### src/rtl/arith_pkg.sv
// Shared definitions for the integer arithmetic datapath.
//   WIDTH_DEFAULT / GROUP_DEFAULT : default operand width and lookahead group size
//   GROUP_MAX                     : widest lookahead group cla_carries supports
//   cla_carries(p, g, ci)         : flat lookahead carries c[0..GROUP_MAX] of one group,
//                                   c[0] = ci, c[i] = carry into bit i (c[n] = group carry out)
package arith_pkg;

  localparam int unsigned WIDTH_DEFAULT = 32;
  localparam int unsigned GROUP_DEFAULT = 4;
  localparam int unsigned GROUP_MAX     = 8;

  // Each carry is an independent sum of products:
  //   c[i] = OR over j<=i of ( src[j] & p[j] & ... & p[i-1] ), src = {g, ci}
  // so no carry depends on another carry. Callers zero-extend narrower groups
  // and read only the low GROUP+1 bits.
  function automatic logic [GROUP_MAX:0] cla_carries(
    input logic [GROUP_MAX-1:0] p,
    input logic [GROUP_MAX-1:0] g,
    input logic                 ci
  );
    logic [GROUP_MAX:0] src;
    logic [GROUP_MAX:0] c;
    logic               term;
    src = {g, ci};
    c   = '0;
    for (int unsigned i = 0; i <= GROUP_MAX; i++) begin
      for (int unsigned j = 0; j <= i; j++) begin
        term = src[j];
        for (int unsigned m = j; m < i; m++) begin
          term = term & p[m];
        end
        c[i] = c[i] | term;
      end
    end
    return c;
  endfunction

endpackage

### src/rtl/cla_group.sv
// Combinational GROUP-bit carry-lookahead cell.
//   p, g : bit propagate / generate of the group (bit 0 = least significant)
//   ci   : carry into bit 0 of the group
//   pg   : group propagate (all bits propagate)
//   gg   : group generate (carry out of the group with ci = 0)
//   c    : carry into each bit of the group, c[0] = ci
module cla_group
  import arith_pkg::*;
#(
  parameter int unsigned GROUP = GROUP_DEFAULT
) (
  input  logic [GROUP-1:0] p,
  input  logic [GROUP-1:0] g,
  input  logic             ci,
  output logic             pg,
  output logic             gg,
  output logic [GROUP-1:0] c
);

  logic [GROUP_MAX:0] la_ci;
  logic [GROUP_MAX:0] la_gen;

  assign la_ci  = cla_carries(GROUP_MAX'(p), GROUP_MAX'(g), ci);
  assign la_gen = cla_carries(GROUP_MAX'(p), GROUP_MAX'(g), 1'b0);

  assign c  = la_ci[GROUP-1:0];
  assign pg = &p;
  assign gg = la_gen[GROUP];

  // Upper lookahead bits only exist to pad narrow groups.
  logic unused_la;
  assign unused_la = ^{la_ci[GROUP_MAX:GROUP], la_gen};

endmodule

### src/rtl/pipelined_cla_adder.sv
// Three-stage pipelined carry-lookahead adder: {cout, sum} = a + b + cin.
// A new operand pair is accepted every clock; the result appears two edges
// after the sampling edge.
//   clk  : clock, rising edge
//   sum  : registered sum, [WIDTH:1]
//   cout : registered carry out of bit WIDTH
//   a, b : operands, [WIDTH:1]
//   cin  : carry into bit 1
//   rst  : asynchronous active-high reset, clears every pipeline register
// Stage 1 registers the operands, stage 2 registers bit and group
// propagate/generate, stage 3 resolves group and bit carries and registers
// the result.
module pipelined_cla_adder
  import arith_pkg::*;
#(
  parameter int unsigned WIDTH = WIDTH_DEFAULT,
  parameter int unsigned GROUP = GROUP_DEFAULT
) (
  input  logic           clk,
  output logic [WIDTH:1] sum,
  output logic           cout,
  input  logic [WIDTH:1] a,
  input  logic [WIDTH:1] b,
  input  logic           cin,
  input  logic           rst
);

  localparam int unsigned NG = WIDTH / GROUP;

  // ---------------- stage 1: operand registers ----------------
  logic [WIDTH-1:0] s1_a;
  logic [WIDTH-1:0] s1_b;
  logic             s1_cin;

  // ---------------- stage 2: propagate / generate ----------------
  logic [WIDTH-1:0] p1;
  logic [WIDTH-1:0] g1;
  logic [NG-1:0]    pg1;
  logic [NG-1:0]    gg1;

  logic [WIDTH-1:0] s2_p;
  logic [WIDTH-1:0] s2_g;
  logic [NG-1:0]    s2_pg;
  logic [NG-1:0]    s2_gg;
  logic             s2_cin;

  assign p1 = s1_a ^ s1_b;
  assign g1 = s1_a & s1_b;

  for (genvar k = 0; k < NG; k++) begin : g_s2
    logic [GROUP_MAX:0] la;
    assign la     = cla_carries(GROUP_MAX'(p1[k*GROUP +: GROUP]),
                                GROUP_MAX'(g1[k*GROUP +: GROUP]), 1'b0);
    assign pg1[k] = &p1[k*GROUP +: GROUP];
    assign gg1[k] = la[GROUP];

    // Only the group carry out is needed here.
    logic unused_la;
    assign unused_la = ^la;
  end

  // ---------------- stage 3: carries and sum ----------------
  // Group carries as a flat sum of products over {GG, cin}:
  //   cg[k] = OR over j<=k of ( src[j] & PG[j] & ... & PG[k-1] )
  // which is the unrolled form of cg[k+1] = GG[k] | PG[k] & cg[k].
  logic [NG:0]      cg;
  logic [NG:0]      cg_src;
  logic             cg_term;
  logic [WIDTH-1:0] cbit;
  logic [NG-1:0]    pg3;
  logic [NG-1:0]    gg3;

  assign cg_src = {s2_gg, s2_cin};

  always_comb begin
    cg      = '0;
    cg_term = 1'b0;
    for (int unsigned k = 0; k <= NG; k++) begin
      for (int unsigned j = 0; j <= k; j++) begin
        cg_term = cg_src[j];
        for (int unsigned m = j; m < k; m++) begin
          cg_term = cg_term & s2_pg[m];
        end
        cg[k] = cg[k] | cg_term;
      end
    end
  end

  for (genvar k = 0; k < NG; k++) begin : g_s3
    cla_group #(.GROUP(GROUP)) u_grp (
      .p  (s2_p[k*GROUP +: GROUP]),
      .g  (s2_g[k*GROUP +: GROUP]),
      .ci (cg[k]),
      .pg (pg3[k]),
      .gg (gg3[k]),
      .c  (cbit[k*GROUP +: GROUP])
    );
  end

  // Group terms are already taken from the stage-2 registers.
  logic unused_grp;
  assign unused_grp = ^{pg3, gg3};

  // ---------------- pipeline registers ----------------
  always_ff @(posedge clk or posedge rst) begin
    if (rst) begin
      s1_a   <= '0;
      s1_b   <= '0;
      s1_cin <= 1'b0;
      s2_p   <= '0;
      s2_g   <= '0;
      s2_pg  <= '0;
      s2_gg  <= '0;
      s2_cin <= 1'b0;
      sum    <= '0;
      cout   <= 1'b0;
    end else begin
      s1_a   <= a;
      s1_b   <= b;
      s1_cin <= cin;
      s2_p   <= p1;
      s2_g   <= g1;
      s2_pg  <= pg1;
      s2_gg  <= gg1;
      s2_cin <= s1_cin;
      sum    <= s2_p ^ cbit;
      cout   <= cg[NG];
    end
  end

endmodule

### config.mk
export PLATFORM = sky130hd
export DESIGN_NAME = pipelined_cla_adder
export DESIGN_NICKNAME = d
export VERILOG_FILES = /design/src/rtl/arith_pkg.sv /design/src/rtl/cla_group.sv /design/src/rtl/pipelined_cla_adder.sv
export SDC_FILE = /design/constraint.sdc
export NUM_CORES = 1
export LEC_CHECK = 0
export CAP_MARGIN = 0
export CORE_MARGIN = 2
export CORE_UTILIZATION = 61
export CTS_CLUSTER_DIAMETER = 150
export DETAILED_ROUTE_END_ITERATION = 6
export DONT_BUFFER_PORTS = 1
export PLACE_DENSITY = 0.77
export SYNTH_ARGS = -nofsm -noshare
export SYNTH_HDL_FRONTEND = slang
export SYNTH_SLANG_ARGS = --single-unit
### constraint.sdc
create_clock -name clk -period 5.65 [get_ports clk]
set_input_delay 0.565 -clock clk [delete_from_list [all_inputs] [get_ports clk]]
set_output_delay 0.565 -clock clk [all_outputs]
set_load 0.02 [all_outputs]
==> out/results.tsv, run 1 <==
stage	metric	value	unit
clocking	root buffer cell	clkbuf_8	
setup_path	WS Path Type	flip-flop to flip-flop	
die	Die Span X	99.1	um
clocking	Clock transition at path regs	0.07	ns
timing	setup TNS	0	ns
place	GP Congestion	0.778	
job	total of max-cap violations	0	
power_and_ir_drop	PD cells	426	mW/mm^2
drt	Final ANT Viol Nets	0	
drt	drt drc	0	
drt	final WL	7600	um
outcome	status	finished clean	
place	DP HPWL	5290	um
die	Die Ht	99.1	um
logic_synthesis	syn nets	444	
clocking	H-tree levels	4	
power_and_ir_drop	Worst VDD drop	331	uV
timing	RSZ-0062 raised after global routing	false	
clocking	CTS tree	built	
logic_synthesis	yosys warns	0	
layout	Util after Layout	71.3	%
timing	period utilization	37.6	%
drt	vias	2537	
layout	number of antenna diodes	0	
setup_path	worst-path maximum fanout	3	
clocking	CTS Buffer Depth	2	
timing	Slew Limit Fails	0	
global_routing	largest net degree at the start of global routing	107	
global_routing	GRT Total Usage	17.4	%
clocking	Gates resized, CTS repair	0	
drt	Avg WL per Cell	15.9	um
global_routing	initial antenna violation count	0	
setup_path	Worst path max stage delay	0.41	ns
logic_synthesis	Adder-Cell Fraction of Synth Area	9.07	%
layout	share of cells above drive strength 1	9.73	%
setup_path	worst r2r path cells	9	
setup_path	Slowest-stage cell, CP	dfrtp_1	
hold_path	Worst Hold Class	primary input to flip-flop	
clocking	CTS Buf Count	17	
power_and_ir_drop	P_leak	2.91	nW
logic_synthesis	multiplexer area fraction after synthesis	0	%
timing	Fin. Hold Viols	0	
logic_synthesis	main combinational cell family by area after synthesis	adder cells	
die	Starting Density	63.0	%
clocking	total clock sinks	171	
timing	Max Fclk	0.471	GHz
die	CORE AREA	0.00876	mm^2
logic_synthesis	Synth Area in Simple Gates	6.89	%
die	I/O pin total	100	
setup_path	CP required	6.09	ns
layout	Layout fillers	553	
setup_path	CP Capture Point	sum[32]$_DFF_PP0_	
setup_path	Worst EP arrival	2.56	ns
timing	Setup Viol. Count Final	0	
setup_path	crit path launch	s2_cin$_DFF_PP0_	
drt	drt via density	5.31	
logic_synthesis	Yosys reg bits	171	
logic_synthesis	Synth Cell Area	0.00552	mm^2
setup_path	FF-to-FF setup slack	3.53	ns
logic_synthesis	complex-gate fraction of the synthesized area	5.17	%
layout	synth-to-layout area growth	13.1	%
timing	clock skew	0.00917	ns
die	# rows	34	
die	die area	0.00982	mm^2
global_routing	grt total ovfl	0	
setup_path	CP Cell Sequence	a211oi_2 -> nor2_1 -> a41oi_1 -> a21oi_1 -> ha_1 -> o21a_1 -> o21a_1 -> nor2_1 -> xnor2_1	
logic_synthesis	post-synthesis sequential area ratio	77.5	%
timing	worst rel slew slack	43.5	%
setup_path	RR Endpoint	sum[32]$_DFF_PP0_	
drt	drt initial violations	34	
clocking	clk_lat worst skew	0.51	ns
logic_synthesis	XOR/XNOR share of the synthesized area	1.27	%
logic_synthesis	mean post-synth cell area	16.4	um^2
setup_path	CP startpoint kind	flip-flop	
setup_path	RR Startpoint	s2_cin$_DFF_PP0_	
logic_synthesis	Synth cell types	19	
timing	pin slew with the least headroom to its limit	0.848	ns
global_routing	number of global-route vias before repair	2706	
timing	min cycle time layout	2.12	ns
clocking	postcts setup bufs	0	
place	port bufs	0	
setup_path	crit path capture type	flip-flop	
clocking	hold-fix buffer count after cts	0	
layout	post-layout net count	464	
logic_synthesis	Cells after Synth	337	
global_routing	global-route wire length before repair	12700	um
drt	Pre-Repair DR Iteration Count	4	
[sequential cells by signal (all words and copies together) (netlist names)]
name,cells
s1_a,32
s1_b,32
s2_p,32
sum,32
s2_g,24
s2_gg,8
s2_pg,8
cout,1
s1_cin,1
s2_cin,1
[layer usage]
layer  vias up  wire length (um)  global-route usage (%)
li1       1196                 -                       -
met4         0                91                    6.64
met1      1260              2890                    19.8
met2        70              4240                    30.6
met5         -                 0                       0
met3        11               375                    5.83
[worst max-delay path: cells and delay by family (launching register included)]
family          cells  cell delay, ns
simple gates        2            0.19
fa+ha+maj           1            0.21
compound gates      5            1.11
xor+xnor            1            0.12
flops               1            0.41
[placed cells by master (no fill, tap or decap)]
cell	count
nor2b_1	9
a21oi_1	11
clkinv_8	2
o21a_1	16
nand2_1	2
o21ai_0	9
clkbuf_8	2
nor3_1	17
inv_6	3
inv_8	5
buf_4	1
clkinv_4	5
o21bai_1	1
nor2_1	28
dfrtp_1	171
a21o_1	3
ha_1	40
a41oi_1	1
and4_1	8
o21ai_1	1
clkbuf_16	16
nand2b_1	9
a21o_2	1
a211oi_2	1
xnor2_1	8
[how the worst min path moves through the flow]
stage | from | to | slack (ns) | cells past startpoint
after floorplan | s1_cin$_DFF_PP0_ | s2_cin$_DFF_PP0_ | 0.33 | 0
after global placement | s1_cin$_DFF_PP0_ | s2_cin$_DFF_PP0_ | 0.34 | 0
after detailed placement | s1_cin$_DFF_PP0_ | s2_cin$_DFF_PP0_ | 0.36 | 0
after CTS | a[19] | s1_a[18]$_DFF_PP0_ | 0.05 | 0
after global routing | a[19] | s1_a[18]$_DFF_PP0_ | 0.04 | 0
final | b[18] | s1_b[17]$_DFF_PP0_ | 0.08 | 0
[cells in the mapped netlist (all sizes together)]
cell type / count / area (um^2)
o21a: 16 / 120
a41oi: 1 / 8.76
dfrtp: 171 / 4280
nand2b: 9 / 56.3
a211oi: 1 / 12.5
and4: 8 / 70.1
a21o: 4 / 31.3
nor2: 28 / 105
nor3: 17 / 85.1
a21oi: 11 / 55.1
o21ai: 10 / 50.0
o21bai: 1 / 7.51
nand2: 2 / 7.51
ha: 40 / 500
xnor2: 8 / 70.1
nor2b: 9 / 56.3
inv: 1 / 3.75
[cell type report]
cell class | instances | area (um^2) | area share [%]
multi-input cells | 165 | 1240 | 19.8
repair buffers | 1 | 7.51 | 0.120
well taps | 108 | 135 | 2.16
clock inverters | 14 | 150 | 2.40
clock buffers | 18 | 428 | 6.85
inverters | 1 | 8.76 | 0.140
flip-flops and latches | 171 | 4280 | 68.5
[per-stage QoR]
step / area (um^2) / setup WS [ns] / cells / total power [mW] / hold slack (ns)
floorplan: 5520 / 0.453 / 337 / 1.56 / 0.331
global placement: 5670 / 3.52 / 446 / 1.61 / 0.337
detailed placement: 5670 / 3.50 / 446 / 1.61 / 0.363
CTS: 6240 / 3.48 / 478 / 2.70 / 0.0465
global route: 6240 / 3.27 / 478 / 2.78 / 0.0351
finish: 6240 / 3.53 / 478 / 2.66 / 0.0757
[kinds of logic (layout without fill, tap and decap cells)]
group                    count (synthesis)  count (layout)
buffers and inverters                    1              34
flip-flops                             171             171
AND/OR/NAND/NOR                         73              73
adder cells (fa/ha/maj)                 40              40
AO/OA/AOI/OAI                           44              44
XOR/XNOR                                 8               8
[power by group]
group,total [mW],internal (mW),switching (mW)
Clock,1.08,0.580,0.496
Combinational,0.144,0.0618,0.0822
Sequential,1.44,1.33,0.107
Total,2.66,1.98,0.685
No activity file was read; power rests on OpenSTA's default activity.
==> run 2, diff against run 1 <==
CORE_UTILIZATION = 55   (was 61)
PLACE_DENSITY = 0.73   (was 0.77)
clock period = 1.9 ns   (was 5.65 ns; I/O delays follow)
==> run 2 against run 1 <==
Compared with the run above:
- the flow now finishes with violations (negative setup slack)
- count of clock-buffer cells in the layout grew 2
- die area increased by 10%
- setup slack lost 3.6 ns
- combinational power grew to 4.3 times the previous value
- sequential share of layout area decreased by 9.2 points
- total power grew to 3.2 times the previous value
- clock skew is 0.0020 ns higher
- routed wire length grew 23%
- via count rose by 15%
- first-iteration DRC count rose to 3.1 times the previous value
==> out/results.tsv, run 2 (same netlist as run 1, synthesis figures left out) <==
stage	metric	value	unit
timing	Max Fclk	0.506	GHz
place	GP Congestion	0.734	
setup_path	Slowest-stage cell, CP	dfrtp_1	
clocking	root buffer cell	clkbuf_8	
die	die area	0.0109	mm^2
die	Starting Density	56.5	%
timing	Slew Limit Fails	0	
place	port bufs	0	
place	DP HPWL	5520	um
timing	period utilization	104	%
timing	pin slew with the least headroom to its limit	0.411	ns
timing	Setup Viol. Count Final	4	
global_routing	largest net degree at the start of global routing	62	
global_routing	grt total ovfl	0	
setup_path	Worst path max stage delay	0.44	ns
drt	Final ANT Viol Nets	0	
timing	min cycle time layout	1.98	ns
setup_path	CP required	2.34	ns
setup_path	WS Path Type	flip-flop to flip-flop	
power_and_ir_drop	post-route total power	8.50	mW
layout	synth-to-layout area growth	30.7	%
die	Die Span X	104	um
clocking	Clock transition at path regs	0.07	ns
layout	post-layout net count	543	
global_routing	GRT Total Usage	19.5	%
global_routing	initial antenna violation count	0	
die	Die Ht	104	um
outcome	status	finished, violations left	
timing	Fin. Hold Viols	0	
timing	RSZ-0062 raised after global routing	true	
drt	final WL	9370	um
layout	share of cells above drive strength 1	14.5	%
die	CORE AREA	0.00977	mm^2
clocking	CTS Buffer Depth	2	
setup_path	worst-path maximum fanout	3	
drt	Pre-Repair DR Iteration Count	4	
setup_path	Worst EP arrival	2.42	ns
power_and_ir_drop	PD cells	1180	mW/mm^2
timing	WHS	0.132	ns
die	# rows	36	
timing	clock skew	0.0112	ns
setup_path	delay-heaviest family, CP	compound AO/OA/AOI/OAI gates	
clocking	H-tree levels	4	
clocking	total clock sinks	171	
global_routing	number of global-route vias before repair	3221	
clocking	CTS tree	built	
setup_path	crit path capture type	flip-flop	
drt	drt drc	0	
power_and_ir_drop	P_leak	3.29	nW
timing	worst setup margin	-0.0753	ns
drt	drt initial violations	106	
drt	Avg WL per Cell	16.1	um
setup_path	CP Cell Sequence	a211oi_2 -> o21bai_1 -> a21o_1 -> a21o_1 -> ha_2 -> o21a_1 -> o21a_1 -> nor2_1 -> xnor2_1	
clocking	clk_lat worst skew	0.53	ns
power_and_ir_drop	Worst VDD drop	814	uV
drt	drt via density	5.00	
setup_path	CP startpoint kind	flip-flop	
hold_path	Worst Hold Class	primary input to asynchronous set/reset pin	
layout	post-layout instance area	0.00721	mm^2
timing	worst rel slew slack	72.5	%
layout	highest-count cells in the layout ignoring fill and taps	dfrtp_1 (171), dlygate4sd3_1 (66), ha_1 (36)	
layout	most common cell after layout, fill and taps aside	dfrtp_1	
setup_path	Bufs and invs on worst path	0	
global_routing	global-route wire length before repair	15600	um
layout	number of antenna diodes	0	
die	I/O pin total	100	
clocking	CTS Buf Count	17	
job	total of max-cap violations	0	
outcome	failing checks	negative setup slack	
place	placed cell areas	0.00580	mm^2
drt	vias	2909	
==> run 2: cell type report <==
class	instances	area [um^2]
clock inverter	12	186
multi-input combinational	165	1330
tap	133	166
sequential	171	4280
clock buffer	20	445
inverter	1	7.51
timing repair buffer	80	798
fill	596	2560
==> run 2: worst paths after layout <==
kind | startpoint | endpoint | slack [ns] | cells after the start
setup / recovery | s2_gg[1]$_DFF_PP0_ | sum[24]$_DFF_PP0_ | -0.08 | 9
hold / removal | rst | s1_a[24]$_DFF_PP0_ | 0.13 | 2
setup reg to reg | s2_gg[1]$_DFF_PP0_ | sum[24]$_DFF_PP0_ | -0.08 | 9
hold reg to reg | s1_cin$_DFF_PP0_ | s2_cin$_DFF_PP0_ | 0.37 | 0
max in group asynchronous | rst | s2_gg[4]$_DFF_PP0_ | 1.15 | 3
min in group clk | a[20] | s1_a[19]$_DFF_PP0_ | 0.21 | 1
==> run 2: repair_timing <==
item / in CTS / in global routing
hold buffers: 66 / 0
buffers inserted: 0 / 2
pin swaps: 10 / 8
hold endpoints to repair: 236 / 0
setup endpoints to repair: 9 / 10
resized for setup: 12 / 10
==> run 2: power by group <==
part	switching, mW	internal, mW
Combinational	0.294	0.326
Clock	1.36	2.22
Sequential	0.333	3.97
Total	1.99	6.52
==> run 2: stage by stage <==
step | utilization [%] | setup WS, ns | TNS, ns | instances
2_1_floorplan | - | -0.473 | -80.83 | 337
3_3_place_gp | 59.4 | -0.174 | -0.816 | 482
3_5_place_dp | 59.4 | -0.202 | -1.01 | 482
4_1_cts | 73.1 | -0.106 | -0.287 | 580
5_1_grt | 73.8 | -0.217 | -1.05 | 582
6_report | 73.8 | -0.0753 | -0.259 | 582
==> run 2: routing by layer <==
layer	vias up	GRT usage [%]	wire, um	part of all wire, %
met1	1451	21.7	3750	40
met3	19	8.65	493	5.3
met4	0	8.88	211	2.3
met5	-	0	0	0
li1	1357	-	-	-
met2	82	32.4	4920	53
